===== src/rtl/k12a_addr_bus_arbiter.sv =====
// Address-bus arbiter for the K12A: round-robin grants of the shared address bus,
// a dead turnaround gap between owners and an optional per-tenure hold limit.
module k12a_addr_bus_arbiter #(
  parameter int NUM_REQ    = 4,
  parameter int TURNAROUND = 1,
  parameter int MAX_HOLD   = 8,
  localparam int IW = (NUM_REQ > 1) ? $clog2(NUM_REQ) : 1
) (
  input  logic               cpu_clock,
  input  logic               reset,
  input  logic [NUM_REQ-1:0] req,
  input  logic [NUM_REQ-1:0] release_req,
  output logic [NUM_REQ-1:0] gnt,
  output logic [NUM_REQ-1:0] load_n,
  output logic [IW-1:0]      owner,
  output logic               busy,
  output logic               timeout
);

  localparam int HW = (MAX_HOLD > 0) ? $clog2(MAX_HOLD + 1) : 1;
  localparam int TW = (TURNAROUND > 0) ? $clog2(TURNAROUND + 1) : 1;

  typedef enum logic [1:0] {IDLE, TURN, GRANT} state_t;

  state_t             state_q, state_d;
  logic [IW-1:0]      ptr_q, ptr_d;
  logic [IW-1:0]      pend_q, pend_d;
  logic [IW-1:0]      owner_q, owner_d;
  logic [HW-1:0]      hold_q, hold_d;
  logic [TW-1:0]      tcnt_q, tcnt_d;
  logic [NUM_REQ-1:0] gnt_q, gnt_d;
  logic               timeout_q, timeout_d;
  logic [IW-1:0]      next_ptr, pick_idle, pick_exit, grant_idx;
  logic               leave, forced, start, grant_now;

  // First set request found scanning upward from base, wrapping mod NUM_REQ.
  function automatic logic [IW-1:0] rr_pick(input logic [NUM_REQ-1:0] r,
                                            input logic [IW-1:0] base);
    logic [IW-1:0] pick;
    logic          found;
    pick  = base;
    found = 1'b0;
    for (int i = 0; i < NUM_REQ; i++) begin
      int idx;
      idx = (int'(base) + i) % NUM_REQ;
      if (!found && r[IW'(idx)]) begin
        pick  = IW'(idx);
        found = 1'b1;
      end
    end
    return pick;
  endfunction

  assign next_ptr  = IW'((int'(owner_q) + 1) % NUM_REQ);
  assign pick_idle = rr_pick(req, ptr_q);
  assign pick_exit = rr_pick(req, next_ptr);

  always_comb begin
    state_d   = state_q;
    ptr_d     = ptr_q;
    pend_d    = pend_q;
    owner_d   = owner_q;
    hold_d    = hold_q;
    tcnt_d    = tcnt_q;
    timeout_d = 1'b0;
    start     = 1'b0;
    grant_now = 1'b0;
    grant_idx = '0;
    leave     = release_req[owner_q] | ~req[owner_q];
    forced    = !leave && (MAX_HOLD != 0) && (int'(hold_q) == MAX_HOLD);

    case (state_q)
      IDLE: begin
        if (|req) begin
          pend_d = pick_idle;
          start  = 1'b1;
        end
      end
      TURN: begin
        if (!req[pend_q]) begin
          state_d = IDLE;
        end else if (int'(tcnt_q) + 1 >= TURNAROUND) begin
          grant_now = 1'b1;
          grant_idx = pend_q;
        end else begin
          tcnt_d = tcnt_q + 1'b1;
        end
      end
      GRANT: begin
        // A release in the same cycle as the hold limit wins, so no timeout pulse.
        if (leave || forced) begin
          timeout_d = forced;
          ptr_d     = next_ptr;
          if (|req) begin
            pend_d = pick_exit;
            start  = 1'b1;
          end else begin
            state_d = IDLE;
          end
        end else if (hold_q != {HW{1'b1}}) begin
          hold_d = hold_q + 1'b1;
        end
      end
      default: state_d = IDLE;
    endcase

    if (start) begin
      tcnt_d = '0;
      if (TURNAROUND == 0) begin
        grant_now = 1'b1;
        grant_idx = pend_d;
      end else begin
        state_d = TURN;
      end
    end

    if (grant_now) begin
      state_d = GRANT;
      owner_d = grant_idx;
      hold_d  = HW'(1);
    end

    gnt_d = '0;
    if (state_d == GRANT) gnt_d[owner_d] = 1'b1;
  end

  always_ff @(posedge cpu_clock) begin
    if (reset) begin
      state_q   <= IDLE;
      ptr_q     <= '0;
      pend_q    <= '0;
      owner_q   <= '0;
      hold_q    <= '0;
      tcnt_q    <= '0;
      gnt_q     <= '0;
      timeout_q <= 1'b0;
    end else begin
      state_q   <= state_d;
      ptr_q     <= ptr_d;
      pend_q    <= pend_d;
      owner_q   <= owner_d;
      hold_q    <= hold_d;
      tcnt_q    <= tcnt_d;
      gnt_q     <= gnt_d;
      timeout_q <= timeout_d;
    end
  end

  assign gnt     = gnt_q;
  assign load_n  = ~gnt_q;
  assign owner   = owner_q;
  assign busy    = (state_q != IDLE);
  assign timeout = timeout_q;

endmodule


===== config.mk =====
export PLATFORM = sky130hd
export DESIGN_NAME = k12a_addr_bus_arbiter
export DESIGN_NICKNAME = d
export VERILOG_FILES = /design/src/rtl/k12a_addr_bus_arbiter.sv
export SDC_FILE = /design/constraint.sdc
export NUM_CORES = 1
export LEC_CHECK = 0
export CAP_MARGIN = 20
export CORE_ASPECT_RATIO = 0.8
export CORE_MARGIN = 10
export CORE_UTILIZATION = 45
export DETAILED_ROUTE_END_ITERATION = 10
export GPL_ROUTABILITY_DRIVEN = 1
export PLACE_DENSITY = 0.72
export SLEW_MARGIN = 25
export SYNTH_ARGS = -nofsm -noshare
export SYNTH_HDL_FRONTEND = slang
export SYNTH_SLANG_ARGS = --single-unit

===== constraint.sdc =====
create_clock -name cpu_clock -period 2.3 [get_ports cpu_clock]
set_input_delay 0.46 -clock cpu_clock [delete_from_list [all_inputs] [get_ports cpu_clock]]
set_output_delay 0.46 -clock cpu_clock [all_outputs]
set_load 0.02 [all_outputs]

==> metrics.md <==
| Metric | Value |
|---|---|
| Status | completed |
| Post-synth EDFFs | 0 |
| Hpwl dp | 2.26 mm |
| Die area | 4750 um2 |
| First-pass DRT Iterations | 4 |
| Count leader, synth | dfxtp_1 |
| Initial antenna violation count | 0 |
| WL/cell | 15.9 um |
| Die extent in x | 74.6 um |
| Total GRT Usage | 12.4% |
| Layout cells sized above 1 | 12.0% |
| Synth top cells by count | 17 x dfxtp_1, 16 x nor2_1, 13 x inv_1 |
| Top cells by area, synth | dfxtp_1 32%, nor2_1 5.6%, a21oi_1 5.1%, inv_1 4.6%, nor2b_1 3.5% |
| #FFs+latches synth | 17 |
| Fin. Hold Viols | 0 |
| Post-Synthesis Net Count | 144 |
| Met1 Resource Use GR | 15.8% |
| Dominant synthesized flop cell | dfxtp_1 |
| Die Ht | 63.7 um |
| Starting Density | 48.4% |
| Final Slew Violations | 0 |
| Row cnt | 15 |
| CTS resizes | 0 |
| Rel. slew slack | 69.7% |
| Setup WS post-layout | 0.258 ns |
| Number of max-cap violations | 0 |
| Core Region | 2210 um2 |
| GR Util met2 | 19.5% |
| Dpl ws | -0.0363 ns |
| Pwr per Cell Area | 526 nW/um2 |
| Drt total wl | 2.91 mm |
| Nets | 171 |
| Peak supply drop | 0.000395 V |
| Drt initial violations | 83 |
| Critical path arrival | 2.26 ns |
| Largest net degree at the start of global routing | 13 |
| Final ANT Viol Nets | 0 |
| Worst Path Required | 2.52 ns |
| # Post-CTS Setup Buffers | 0 |
| Post-synth cell types | 42 |
| M3 GR Usage | 3.91% |
| CTS H-tree lvls | 1 |
| # setup viols final | 0 |
| RD Place Congestion | 0.797 |
| Mean Syn Cell Area | 8.12 um2 |
| P&R area growth vs syn | 26.5% |
| Hold bufs inserted after CTS | 0 |
| Share of the synthesized area in the top cell type | 31.7% |
| Port bufs | 21 |
| Area leader, netlist | dfxtp_1 |
| Period utilization | 88.8% |
| Most Crowded Layer GR | met2 |
| Leakage | 0.498 nW |
| Clock-pin slew on the worst setup and hold paths | 0.10 ns |
| Fillers | 202 |
| Final std cells w/o fill | 183 |
| Vias in the first global route | 986 |
| DP Cell Count | 179 |
| Slew @ Worst Pin | 0.451 ns |
| Clk_skew | 0.00746 ns |
| Ant diodes | 0 |
| Routed via count | 1061 |
| Register area share after synthesis | 31.7% |
| Ys Warns | 0 |
| Clock tree sinks | 17 |
| Crit path kind | input pin to flop |
| DRC Markers | 0 |
| Clk_lat worst skew | 0.30 ns |
| Critical Path Fanout Max | 5 |
| CTS Buf Count | 3 |
| Grt ovf | 0 |
| Via/cell ratio | 5.80 |
| Minimum clock period | 2.04 ns |
| Synth Instances | 132 |
| I/O Pins | 22 |
| Crit start category | input pin |
| Fmax | 490 MHz |
| Ys async rst share | 0% |
| Root Buffer | clkbuf_4 |
| Cell area after synthesis | 1070 um2 |
| Fin util | 61.2% |
| TritonCTS clock tree | built |
| RSZ-0062 raised after global routing | no |
| Clock Tree Buf Depth | 2 |
| First-pass GRT wire length | 4.73 mm |
| Crit. End Element | flop |
| Hold Crit Class | flop to flop |
==> report_power, final <==
part	internal [mW]	total (mW)	switching [mW]
registers	0.314	0.340	0.0264
logic	0.107	0.211	0.104
clock network	0.0648	0.162	0.0973
==> critical path, stage by stage <==
cell,delay (ns)
clkdlybuf4s50_1,0.46
nor2b_4,0.15
mux4_2,0.53
a311oi_4,0.35
nor2_1,0.08
a311oi_1,0.23
==> per-layer routing <==
metal | part of all wire (%) | wire [um]
met1 | 46 | 1330
met5 | 0 | 0
met2 | 47 | 1350
met3 | 6.8 | 198
met4 | 0.86 | 25
==> worst paths after layout <==
kind	startpoint	end	slack [ns]	cells past startpoint
max reg2reg	owner[1]	pend_q[1]	0.54	5
min reg2reg	pend_q[1]	pend_q[1]	0.55	2
min	pend_q[1]	pend_q[1]	0.55	2
max	req[3]	pend_q[1]	0.26	6
==> flip-flops by register name (all words and copies together) (netlist names) <==
register,cells
state_q,2
hold_q,4
pend_q,2
gnt,4
timeout,1
ptr_q,2
owner,2
==> layout by cell type, fill, tap and decap left out, types with 2 or more instances in the layout <==
master,synthesis,routed
clkdlybuf4s50_1,0,21
dfxtp_1,17,17
nor2_1,16,16
inv_1,13,13
a21oi_1,11,11
buf_4,1,8
nor2b_1,6,6
nand2_1,5,5
a211oi_1,4,4
o21ai_0,4,4
o22ai_1,4,4
nor4_1,3,3
and3_1,3,3
nand2b_1,3,3
clkbuf_4,0,3
nand3_1,2,2
mux2_2,2,2
mux2i_1,2,2
a31oi_1,2,2
o22a_1,2,2
xnor2_1,2,2
a311oi_1,2,2
nor3_1,2,2
ha_1,2,2
==> cells by family after synthesis <==
kind of cell,Yosys count,share of synthesized area (%)
xor gates and xnor gates,2,1.63
adders and majority gates,2,2.33
AOI/OAI and AO/OA,40,27.3
and+or+nand+nor,45,21.8
muxes,5,6.07
DFF,17,31.7
buffers and inverters,21,9.10
==> final cells by class <==
cell class,instances,area [um2],area share (%)
multi-input cells,94,634,46.8
flip-flops and latches,17,340,25.1
repair buffers,29,270,19.9
inverters,14,52.6,3.87
well taps,25,31.3,2.31
clock buffers,3,22.5,1.66
clock inverters,1,5.00,0.369
==> per-stage QoR <==
step	total power, mW	TNS [ns]	hold WS, ns	cell area (um2)
2_1_floorplan	0.477	0	0.489	1070
3_3_place_gp	0.547	0	0.518	1330
3_5_place_dp	0.555	-0.0462	0.530	1330
4_1_cts	0.712	0	0.541	1360
5_1_grt	0.758	0	0.575	1360
6_report	0.713	0	0.546	1360
(Power assumes the default switching activity.)
